$ cat src/rtl/bnn_pkg.sv
// Shared types and helpers for the binary conv/pool datapath.
package bnn_pkg;

    function automatic int pc_width(input int n);
        return $clog2(n + 1);
    endfunction

    typedef enum logic {S_IDLE, S_RUN} bcp_state_t;

endpackage

$ cat src/rtl/bin_conv_pool_if.sv
// Window stream into the conv/pool stage and pooled activations out of it.
interface bin_conv_pool_if #(
    parameter int NO_CH   = 2,
    parameter int WINDOW  = 3,
    parameter int NO_FILT = 8
);
    logic               vld_in;
    logic [NO_CH-1:0]   data_in [WINDOW-1:0];
    logic               vld_out;
    logic [NO_FILT-1:0] data_out;
    logic               frame_done;

    modport master (output vld_in, data_in, input vld_out, data_out, frame_done);
    modport slave  (input vld_in, data_in, output vld_out, data_out, frame_done);
endinterface

$ cat src/rtl/popcount_tree.sv
// Combinational popcount built as a balanced binary adder tree.
module popcount_tree
    import bnn_pkg::*;
#(
    parameter int N = 6,
    localparam int W = pc_width(N)
) (
    input  logic [N-1:0] bits,
    output logic [W-1:0] count
);

    generate
        if (N == 1) begin : g_leaf
            assign count = bits;
        end else begin : g_node
            localparam int NL = N / 2;
            localparam int NR = N - NL;
            localparam int WL = pc_width(NL);
            localparam int WR = pc_width(NR);

            logic [WL-1:0] count_lo;
            logic [WR-1:0] count_hi;

            popcount_tree #(.N(NL)) u_lo (.bits(bits[NL-1:0]), .count(count_lo));
            popcount_tree #(.N(NR)) u_hi (.bits(bits[N-1:NL]), .count(count_hi));

            assign count = W'(count_lo) + W'(count_hi);
        end
    endgenerate

endmodule

$ cat src/rtl/bin_conv_pool.sv
// Binary conv (XNOR-popcount + threshold) followed by OR max-pool and frame tracking.
module bin_conv_pool
    import bnn_pkg::*;
#(
    parameter int NO_CH         = 2,
    parameter int WINDOW        = 3,
    parameter int NO_FILT       = 8,
    parameter int POOL          = 2,
    parameter int LOG2_IMG_SIZE = 10,
    localparam int PC_W         = pc_width(NO_CH * WINDOW)
) (
    input  logic                      clk,
    input  logic                      rst,
    bin_conv_pool_if.slave            bus,
    input  logic [NO_CH*WINDOW-1:0]   weights    [NO_FILT-1:0],
    input  logic [PC_W-1:0]           thresholds [NO_FILT-1:0]
);

    localparam int NBITS = NO_CH * WINDOW;
    localparam int CNT_W = (POOL > 1) ? $clog2(POOL) : 1;
    localparam logic [CNT_W-1:0]         POOL_LAST = CNT_W'(POOL - 1);
    localparam logic [LOG2_IMG_SIZE-1:0] WIN_LAST  = '1;

    logic [NBITS-1:0]   flat;
    logic [PC_W-1:0]    match_c [NO_FILT-1:0];
    logic [PC_W-1:0]    match_q [NO_FILT-1:0];
    logic               v1;
    logic [NO_FILT-1:0] act_q;
    logic               v2;

    logic [NO_FILT-1:0] pool_acc;
    logic [NO_FILT-1:0] pool_sum;
    logic [CNT_W-1:0]   pool_cnt;

    bcp_state_t               state, state_n;
    logic [LOG2_IMG_SIZE-1:0] win_cnt, win_cnt_n;
    logic                     frame_done_n;
    logic                     frame_last;

    always_comb begin
        flat = '0;
        for (int w = 0; w < WINDOW; w++) begin
            for (int c = 0; c < NO_CH; c++) begin
                flat[w*NO_CH+c] = bus.data_in[w][c];
            end
        end
    end

    generate
        for (genvar f = 0; f < NO_FILT; f++) begin : g_filt
            logic [NBITS-1:0] agree;
            assign agree = ~(flat ^ weights[f]);
            popcount_tree #(.N(NBITS)) u_pc (.bits(agree), .count(match_c[f]));
        end
    endgenerate

    always_ff @(posedge clk or posedge rst) begin
        if (rst) begin
            v1 <= 1'b0;
            for (int f = 0; f < NO_FILT; f++) match_q[f] <= '0;
        end else begin
            v1 <= bus.vld_in;
            for (int f = 0; f < NO_FILT; f++) match_q[f] <= match_c[f];
        end
    end

    always_ff @(posedge clk or posedge rst) begin
        if (rst) begin
            v2    <= 1'b0;
            act_q <= '0;
        end else begin
            v2 <= v1;
            for (int f = 0; f < NO_FILT; f++) act_q[f] <= (match_q[f] >= thresholds[f]);
        end
    end

    // The first window of a group replaces the accumulator rather than ORing into stale data.
    assign pool_sum   = (pool_cnt == '0) ? act_q : (pool_acc | act_q);
    assign frame_last = v2 && (win_cnt == WIN_LAST);

    always_ff @(posedge clk or posedge rst) begin
        if (rst) begin
            pool_acc     <= '0;
            pool_cnt     <= '0;
            bus.vld_out  <= 1'b0;
            bus.data_out <= '0;
        end else begin
            bus.vld_out <= 1'b0;
            if (v2) begin
                pool_acc <= pool_sum;
                if (pool_cnt == POOL_LAST) begin
                    bus.data_out <= pool_sum;
                    bus.vld_out  <= 1'b1;
                    pool_cnt     <= '0;
                end else begin
                    pool_cnt <= pool_cnt + CNT_W'(1);
                end
                if (frame_last) pool_cnt <= '0;
            end
        end
    end

    always_ff @(posedge clk or posedge rst) begin
        if (rst) begin
            state          <= S_IDLE;
            win_cnt        <= '0;
            bus.frame_done <= 1'b0;
        end else begin
            state          <= state_n;
            win_cnt        <= win_cnt_n;
            bus.frame_done <= frame_done_n;
        end
    end

    // Frame wrap wins over the IDLE->RUN step so a one-window frame still terminates.
    always_comb begin
        state_n      = state;
        win_cnt_n    = win_cnt;
        frame_done_n = 1'b0;
        case (state)
            S_IDLE: begin
                if (v2) begin
                    if (frame_last) begin
                        win_cnt_n    = '0;
                        frame_done_n = 1'b1;
                    end else begin
                        state_n   = S_RUN;
                        win_cnt_n = LOG2_IMG_SIZE'(1);
                    end
                end
            end
            S_RUN: begin
                if (v2) begin
                    if (frame_last) begin
                        state_n      = S_IDLE;
                        win_cnt_n    = '0;
                        frame_done_n = 1'b1;
                    end else begin
                        win_cnt_n = win_cnt + LOG2_IMG_SIZE'(1);
                    end
                end
            end
            default: begin
                state_n   = S_IDLE;
                win_cnt_n = '0;
            end
        endcase
    end

endmodule

$ cat src/flat_wrapper.sv
// flat-port wrapper written by rule: the top's interface ports become plain ports
module bin_conv_pool_flat import bnn_pkg::*;
#(
    parameter int NO_CH         = 2,
    parameter int WINDOW        = 3,
    parameter int NO_FILT       = 8,
    parameter int POOL          = 2,
    parameter int LOG2_IMG_SIZE = 10,
    localparam int PC_W         = pc_width(NO_CH * WINDOW)
)
  (clk, rst, weights, thresholds, bus_vld_in, bus_data_in, bus_vld_out, bus_data_out, bus_frame_done);
  bin_conv_pool_if #(.NO_CH(NO_CH), .WINDOW(WINDOW), .NO_FILT(NO_FILT)) bus_i ();
  input  logic clk;
  input  logic rst;
  input  logic [NO_CH*WINDOW-1:0] weights[NO_FILT-1:0];
  input  logic [PC_W-1:0] thresholds[NO_FILT-1:0];
  input wire logic [$bits(bus_i.vld_in)-1:0] bus_vld_in;
  input wire logic [$bits(bus_i.data_in)-1:0] bus_data_in;
  output wire logic [$bits(bus_i.vld_out)-1:0] bus_vld_out;
  output wire logic [$bits(bus_i.data_out)-1:0] bus_data_out;
  output wire logic [$bits(bus_i.frame_done)-1:0] bus_frame_done;
  assign bus_i.vld_in = bus_vld_in;
  assign bus_i.data_in = {>>{bus_data_in}};
  assign bus_vld_out = bus_i.vld_out;
  assign bus_data_out = bus_i.data_out;
  assign bus_frame_done = bus_i.frame_done;
  bin_conv_pool #(.NO_CH(NO_CH), .WINDOW(WINDOW), .NO_FILT(NO_FILT), .POOL(POOL), .LOG2_IMG_SIZE(LOG2_IMG_SIZE)) u_core (.clk(clk), .rst(rst), .bus(bus_i), .weights(weights), .thresholds(thresholds));
endmodule
$ cat config.mk
export PLATFORM = sky130hd
export DESIGN_NAME = bin_conv_pool_flat
export DESIGN_NICKNAME = d
export VERILOG_FILES = /design/src/rtl/bnn_pkg.sv /design/src/rtl/bin_conv_pool_if.sv /design/src/rtl/popcount_tree.sv /design/src/rtl/bin_conv_pool.sv /design/src/flat_wrapper.sv
export SDC_FILE = /design/constraint.sdc
export NUM_CORES = 1
export LEC_CHECK = 0
export CAP_MARGIN = 20
export CORE_ASPECT_RATIO = 0.75
export CORE_MARGIN = 3
export CORE_UTILIZATION = 45
export CTS_BUF_LIST = sky130_fd_sc_hd__clkbuf_16
export CTS_CLUSTER_SIZE = 24
export DETAILED_ROUTE_END_ITERATION = 16
export PLACE_DENSITY = 0.74
export SYNTH_ARGS = -nofsm -noshare
export SYNTH_HDL_FRONTEND = slang
export SYNTH_SLANG_ARGS = --single-unit
$ cat constraint.sdc
create_clock -name clk -period 2.91 [get_ports clk]
set_clock_uncertainty 0.15 [all_clocks]
set_input_delay 0.4365 -clock clk [delete_from_list [all_inputs] [get_ports clk]]
set_output_delay 0.4365 -clock clk [all_outputs]
set_load 0.05 [all_outputs]
**After elaboration in Yosys (flattened, before gate mapping)**

Index checks and enable logic that the tools add are counted.
W data, S select, Z words.

- Bits of input ports: 81
- Register bits after elaboration: 64
- Output and inout port bits: 10

- Equal/unequal tests: 3
- $lt $le $gt $ge: 8
- Bitwise logic cells: 18
- Mux-type cells: 16
- Reduce and logical (&&, ||, !) cells: 3
- Add/subtract/negate cells: 42

Operator list:

| cell | count |
|---|---|
| $not A6 Y6 | 8 |
| $xor A6 B6 Y6 | 8 |
| $add A1 B1 Y2 | 16 |
| $add A1 B2 Y2 | 16 |
| $mux W10 | 3 |
| $add A2 B2 Y3 | 8 |
| $ge A3 B3 Y1 | 8 |
| $pmux W10 S2 | 1 |
| $add A10 B1 Y10 const B | 1 |
| $eq A10 B10 Y1 const B | 1 |
| $mux W1 | 10 |
| $mux W8 | 1 |
| $or A8 B8 Y8 | 1 |
| $ne A2 B1 Y1 const B | 2 |
| $reduce_and A2 Y1 | 2 |
| $pmux W1 S2 | 1 |
| $add A1 B1 Y1 const B | 1 |
| $logic_and A1 B1 Y1 | 1 |
| $not A1 Y1 | 1 |

**Depth between registers and ports, before layout**

Gate-level depths: netlist (run 1).

- Word-level depth: 5
- Depth in mapped cells: 7

**Modules after synthesis**

Synthesis (run 1) repeated with hierarchy kept, for this count alone.

- Cells, all modules: 441
- Area, all modules: 4480.5 µm²

By module, submodules not included:

| module | cells an instance | instances | area an instance (µm²) |
|---|---|---|---|
| bin_conv_pool | 289 | 1 | 3169.3 |
| popcount_tree (u_core.g_filt[0].u_pc ...) | 7 | 8 | 51.3 |
| popcount_tree (u_core.g_filt[0].u_pc.g_node.u_hi.g_node.u_hi.g_node.u_hi ...) | 1 | 48 | 7.5 |
| popcount_tree (u_core.g_filt[0].u_pc.g_node.u_hi ...) | 2 | 16 | 21.3 |
| popcount_tree (u_core.g_filt[0].u_pc.g_node.u_hi.g_node.u_hi ...) | 1 | 16 | 12.5 |

**Worst setup path after synthesis (run 1)**

Ideal clock, no wire load.

- Path kind: input port to flip-flop
- Start point: input bus_data_in[1]
- End point: register u_core.match_q[1] (netlist name)
- Stages on the path: 7
- Required time: 2625 ps
- Slack: 149 ps
- Data arrival time: 2476 ps
- Setup time: 135 ps
- Cell sequence: buf_2 xor2_1 fa_1 fa_1 inv_1 ha_1 fa_1

- Word-level cells in the longest chain between the ends: 5

RTL lines:

| element | line | source |
|---|---|---|
| start: declaration | flat_wrapper.sv:18 | `input wire logic [$bits(bus_i.data_in)-1:0] bus_data_in;` |
| $xor A6 B6 Y6 | bin_conv_pool.sv:52 | `assign agree = ~(flat ^ weights[f]);` |
| $not A6 Y6 | bin_conv_pool.sv:52 |  |
| $add A1 B1 Y2 | popcount_tree.sv:27 | `assign count = W'(count_lo) + W'(count_hi);` |
| $add A1 B2 Y2 | popcount_tree.sv:27 |  |
| $add A2 B2 Y3 | popcount_tree.sv:27 |  |
| named net u_core.g_filt[0].u_pc.count[1] | popcount_tree.sv:9 | `output logic [W-1:0] count` |
| end: declaration | bin_conv_pool.sv:26 | `logic [PC_W-1:0] match_q [NO_FILT-1:0];` |

The timed path passes the listed nets, and every way through them passes these cells.
A chain may end at the register's enable or synchronous reset.

**Worst setup path in the final report (run 1)**

- Start point: input weights[0] (netlist name)
- End point: register u_core.match_q[1] (netlist name)

- Word-level cells in the longest chain between the ends: 4

RTL lines:

| element | line | source |
|---|---|---|
| start: declaration | flat_wrapper.sv:15 | `input logic [NO_CH*WINDOW-1:0] weights[NO_FILT-1:0];` |
| $xor A6 B6 Y6 | bin_conv_pool.sv:52 |  |
| $not A6 Y6 | bin_conv_pool.sv:52 |  |
| $add A1 B2 Y2 | popcount_tree.sv:27 |  |
| $add A2 B2 Y3 | popcount_tree.sv:27 |  |
| named net u_core.g_filt[0].u_pc.count[1] | popcount_tree.sv:9 |  |

The timed path passes the listed nets, and every way through them passes these cells.

==> reports/qor.yml, run 1 <==
run_status:
  status: "complete, no violations"
floorplan:
  fp.dieW_microns: 112
  coreArea_sq_um: 8020
  initial_core_util_pct: 47.1
  dieArea_sq_um: 9540
  die_h_microns: 85.3
  rows: 28
  ios: 91
timing:
  max_freq_mhz: 359
  hold_viol: 0
  slew-limit-headroom_pct: 57.8
  fin_ws_ns: 0.123
  worst_pin_slew_ns: 0.632
  setup_viol: 0
  rsz0062_at_grt: "no"
  slew_violations: 0
  period_minus_slack_ns: 2.79
  period_share_pct: 95.8
  setup-tns-final_ns: 0
synth:
  postSynthAreaPerCell_sq_um: 11.6
  synth.area.top_cells: "dfrtp_1 (42%), fa_1 (13%), ha_1 (11%)"
  synth-async-reset-ratio_pct: 100
  synth_area_sq_um: 3780
  synth-seq-cells: 64
  yosys.area.top_type: "dfrtp_1"
  ys_seq_area_share_pct: 42.4
  yosysUniqueCellTypes: 37
  synth-edff-count: 0
  syn_nets: 464
  yosysWarnings: 0
  ys.flop_type: "dfrtp_1"
  yosys.area.top_type_share_pct: 42.4
  netlist_instances: 326
worst_setup_path:
  crit_buf_inv: 2
  crit_type: "in -> reg"
  required_ns: 2.95
  critPathTopFamily: "adder cells"
  cp_max_fo: 1
  worstPathArrival_ns: 2.83
  critPathLaunchType: "input port"
  crit_chain: "clkdlybuf4s50_1 -> xor2_1 -> fa_1 -> fa_1 -> inv_1 -> ha_1 -> fa_1"
  critical_path.max_stage_delay_ns: 0.55
  cp_common_cell: "fa_1"
  crit_path_end_kind: "flop"
  cp_slowest_cell: "fa_1"
pwr:
  finalPower_w: 0.00388
  peakVddDrop_mv: 0.604
  p_per_area_nw_per_um2: 752
  p_leak_nw: 2.41
finish:
  layout-drive-gt1-share_pct: 6.99
  final_area_sq_um: 5160
  layout.cells.most_common: "clkdlybuf4s50_1"
  fill_cells: 622
  areaGrowthSynthToFinish_pct: 36.5
  final_cell_mix: "clkdlybuf4s50_1 (87), dfrtp_1 (64), inv_1 (38), xnor2_1 (34), ha_1 (33)"
  final_core_util_pct: 64.3
  nets: 562
  antennaDiodeCount: 0
placed_design:
  placed_area_sq_um: 4850
  port_buffers: 90
  gp_congestion: 0.877
  preCtsSetupSlack_ns: -0.440
  hpwl_microns: 6180
clock_tree:
  cts.sinks: 64
  clockBufferDepth: 2
  ctsHtreeMaxLevel: 3
  insertion_delay_ns: 0.32
  tritoncts: "yes"
  ctsRootBufferMaster: "clkbuf_16"
  postCtsHoldBufs: 0
  path_clk_slew_ns: 0.05
  post_cts_buffers: 0
  numCtsBuffers: 9
global_routing:
  track_usage_pct: 17.2
  grt_max_degree: 37
  grt_overflow_total: 0
  antenna_found_initial: 0
  grt_pass1_wl_microns: 12900
  grt_pass1_vias: 2744
routing:
  drt_iter0_drc: 65
  ant_nets: 0
  vias: 2585
  vias_per_cell: 4.84
  first_pass_iters: 4
  drc: 0
  routedWlPerCell_microns: 14.3
  routed_wl_microns: 7650
min_path:
  hold_path_class: "reg -> reg"
run:
  cap_violations: 0
[synthesized netlist by cell type, types with 2 or more instances]
library cell / number
dfrtp_1: 64
inv_1: 37
xnor2_1: 37
ha_1: 33
fa_1: 24
nor2_1: 21
a21o_1: 16
a21oi_1: 13
xor2_1: 11
nand2b_1: 10
a22o_1: 9
buf_2: 9
o21ai_0: 7
nand2_1: 6
nand3_1: 3
a31oi_1: 2
clkbuf_1: 2
nand4_1: 2
o2bb2ai_1: 2
[routing by layer]
metal / vias up / track usage [%] / routed length (microns)
met4: 0 / 6.19 / 96
met1: 1236 / 23.1 / 3570
met5: - / 0 / 0
li1: 1261 / - / -
met3: 8 / 5.42 / 532
met2: 80 / 26.6 / 3450
[metrics by stage]
| step | instances | hold slack [ns] |
|---|---|---|
| after detailed placement | 518 | 0.197 |
| after global routing | 534 | 0.211 |
| after floorplan | 326 | 0.181 |
| after global placement | 518 | 0.183 |
| final | 534 | 0.203 |
| after CTS | 534 | 0.208 |
[registers in the layout (all words and copies together) (netlist names), named ones only]
register               count
u_core.act_q               8
u_core.bus.data_out        8
u_core.bus.frame_done      1
u_core.bus.vld_out         1
u_core.match_q            24
u_core.pool_acc            8
u_core.pool_cnt            1
u_core.v1                  1
u_core.v2                  1
u_core.win_cnt            10
[final timing paths]
path	slack, ns	start	cells past startpoint	endpoint
worst max-delay path	0.12	weights[0]	7	u_core.match_q[1]
worst min-delay path	0.20	u_core.v1	0	u_core.v2
worst max register to register	1.14	u_core.win_cnt[0]	4	u_core.win_cnt[7]
worst min register to register	0.20	u_core.v1	0	u_core.v2
max in group asynchronous	1.63	rst	3	u_core.bus.data_out[3]
min in group asynchronous	0.37	rst	2	u_core.match_q[15]
[power breakdown]
part | switching (W) | total [W] | internal (W)
clock network | 0.000356 | 0.00100 | 0.000646
registers | 0.000193 | 0.00145 | 0.00126
logic | 0.000736 | 0.00143 | 0.000690
[cell families after synthesis]
family / share of synthesized area [%]
fa+ha+maj: 23.7
buf+inv: 5.47
compound gates: 10.5
xor+xnor: 11.1
flops: 42.4
mux: 0.265
simple gates: 6.59
[area by class of cell]
| type | instances | area, sq um | share of cell area (%) |
|---|---|---|---|
| repair buffers | 100 | 1010 | 19.7 |
| flip-flops and latches | 64 | 1600 | 31.1 |
| clock buffers | 9 | 225 | 4.37 |
| clock inverters | 7 | 55.1 | 1.07 |
| inverters | 37 | 139 | 2.69 |
| well taps | 105 | 131 | 2.55 |
| multi-input cells | 212 | 1990 | 38.6 |
[timing repair]
item	CTS	global route
gates resized for setup	3	3
setup endpoints to repair	11	9
pin swaps	0	2
(Power assumes the default switching activity.)
==> run 2, diff against run 1 <==
Settings changed: PLACE_DENSITY 0.74 to 0.76.
Clock period 2.91 ns to 2.45 ns, I/O delays scaled along.
==> reports/qor.yml, run 2 (synthesized netlist as in run 1, its figures left out) <==
floorplan:
  die_h_microns: 85.3
  initial_core_util_pct: 47.1
  coreArea_sq_um: 8020
  fp.dieW_microns: 112
  dieArea_sq_um: 9540
  ios: 91
  rows: 28
timing:
  rsz0062_at_grt: "yes"
  fin_ws_ns: -0.0381
  slew-limit-headroom_pct: 61.2
  slew_violations: 0
  period_share_pct: 102
  period_minus_slack_ns: 2.49
  hold_slack_ns: 0.210
  worst_pin_slew_ns: 0.582
  max_freq_mhz: 402
  hold_viol: 0
  setup_viol: 2
worst_setup_path:
  reg2reg_to: "u_core.win_cnt[5]"
  cp_max_fo: 5
  r2r-start: "u_core.v2"
  cp_slowest_cell: "fa_1"
  worstPathArrival_ns: 2.53
  cp_common_cell: "fa_1"
  crit_path_end_kind: "flop"
  required_ns: 2.50
  critical_path.max_stage_delay_ns: 0.56
  r2r_slack_ns: 0.70
  crit_chain: "buf_6 -> buf_12 -> buf_12 -> xnor2_2 -> fa_1 -> fa_1 -> ha_2 -> fa_1"
  r2r_cells: 4
  crit_type: "in -> reg"
  critPathLaunchType: "input port"
  critPathLaunch: "bus_data_in[1]"
pwr:
  p_leak_nw: 2.60
  finalPower_w: 0.00497
  peakVddDrop_mv: 0.661
  p_per_area_nw_per_um2: 894
clock_tree:
  cts.sinks: 64
  path_clk_slew_ns: 0.05
  insertion_delay_ns: 0.32
  ctsHtreeMaxLevel: 3
  ctsRootBufferMaster: "clkbuf_16"
  tritoncts: "yes"
  numCtsBuffers: 9
  clockBufferDepth: 2
min_path:
  holdPathEnd: "u_core.v2"
  hold_path_class: "reg -> reg"
  min_path_cells: 0
  hp-start: "u_core.v1"
finish:
  reg_top3: "u_core.match_q: 24 flops, u_core.win_cnt: 10 flops"
  regMostFlops: "u_core.match_q"
  layout.cells.most_common: "dfrtp_1"
  areaGrowthSynthToFinish_pct: 47.0
  fill_cells: 560
  final_core_util_pct: 69.2
  antennaDiodeCount: 0
  largest_reg_flops: 24
  nets: 572
  final_cell_mix: "dfrtp_1 (64), clkdlybuf4s50_1 (63), inv_1 (35), ha_1 (25), fa_1 (24)"
  layout-drive-gt1-share_pct: 18.0
routing:
  drc: 0
  routed_wl_microns: 8460
  drt_iter0_drc: 84
  vias_per_cell: 4.93
  ant_nets: 0
  vias: 2682
  routedWlPerCell_microns: 15.6
  first_pass_iters: 4
placed_design:
  hpwl_microns: 6190
  port_buffers: 90
  gp_congestion: 0.863
  preCtsSetupSlack_ns: -0.662
run:
  cap_violations: 0
run_status:
  violations: "negative setup slack"
  status: "finished, violations left"
global_routing:
  grt_max_degree: 65
  antenna_found_initial: 0
  track_usage_pct: 18.9
  grt_pass1_vias: 2969
  grt_pass1_wl_microns: 14000
  grt_overflow_total: 0
-- run 2: area by class of cell --
cell class	count	area, sq um	area share (%)
Clock buffer	9	225	4.05
Sequential cell	64	1600	28.8
Clock inverter	7	120	2.16
Timing Repair Buffer	110	1120	20.2
Multi-Input combinational cell	212	2210	39.9
Tap cell	105	131	2.37
Inverter	37	139	2.50
-- run 2: repair_timing --
item                                   CTS  global route
resized for setup                       54             8
setup endpoints to repair               16             9
setup buffers                            5             6
hold buffers                             0             0
pin swaps                               25            17
endpoints found under the hold margin    0             0
-- run 2: report_power, final --
| part | total [W] | switching, W | internal, W |
|---|---|---|---|
| Sequential | 0.00173 | 0.000237 | 0.00149 |
| Combinational | 0.00178 | 0.000914 | 0.000868 |
| Clock | 0.00145 | 0.000459 | 0.000994 |
| Total | 0.00497 | 0.00161 | 0.00336 |
-- run 2: through the flow --
stage | instances | setup TNS (ns) | instance area [sq um]
CTS | 539 | -0.0837 | 5470
global placement | 518 | -10.36 | 4990
global route | 544 | -0.241 | 5550
floorplan | 326 | -0.324 | 3950
finish | 544 | -0.0557 | 5550
detailed placement | 518 | -11.55 | 4990
-- run 2: how the worst max path moves through the flow --
stage | slack (ns) | cells past startpoint | end
after floorplan | -0.07 | 7 | u_core.match_q[13]
after global placement | -0.61 | 8 | u_core.match_q[1]
after detailed placement | -0.66 | 8 | u_core.match_q[1]
after CTS | -0.06 | 9 | u_core.match_q[22]
after global routing | -0.07 | 8 | u_core.match_q[19]
final | -0.04 | 8 | u_core.match_q[19]
-- run 2: critical path, delay by kind of cell --
kind	cells	cell delay, ns
XOR/XNOR	1	0.17
adder cells (fa/ha/maj)	4	1.63
buffers and inverters	3	0.36
-- run 2: layer usage --
metal	global-route usage (%)	up-vias	part of all wire [%]
met5	0	-	0
met4	4.42	0	0.74
met3	7.34	7	7.4
met2	32.1	104	50
met1	23.0	1299	42
li1	-	1272	-
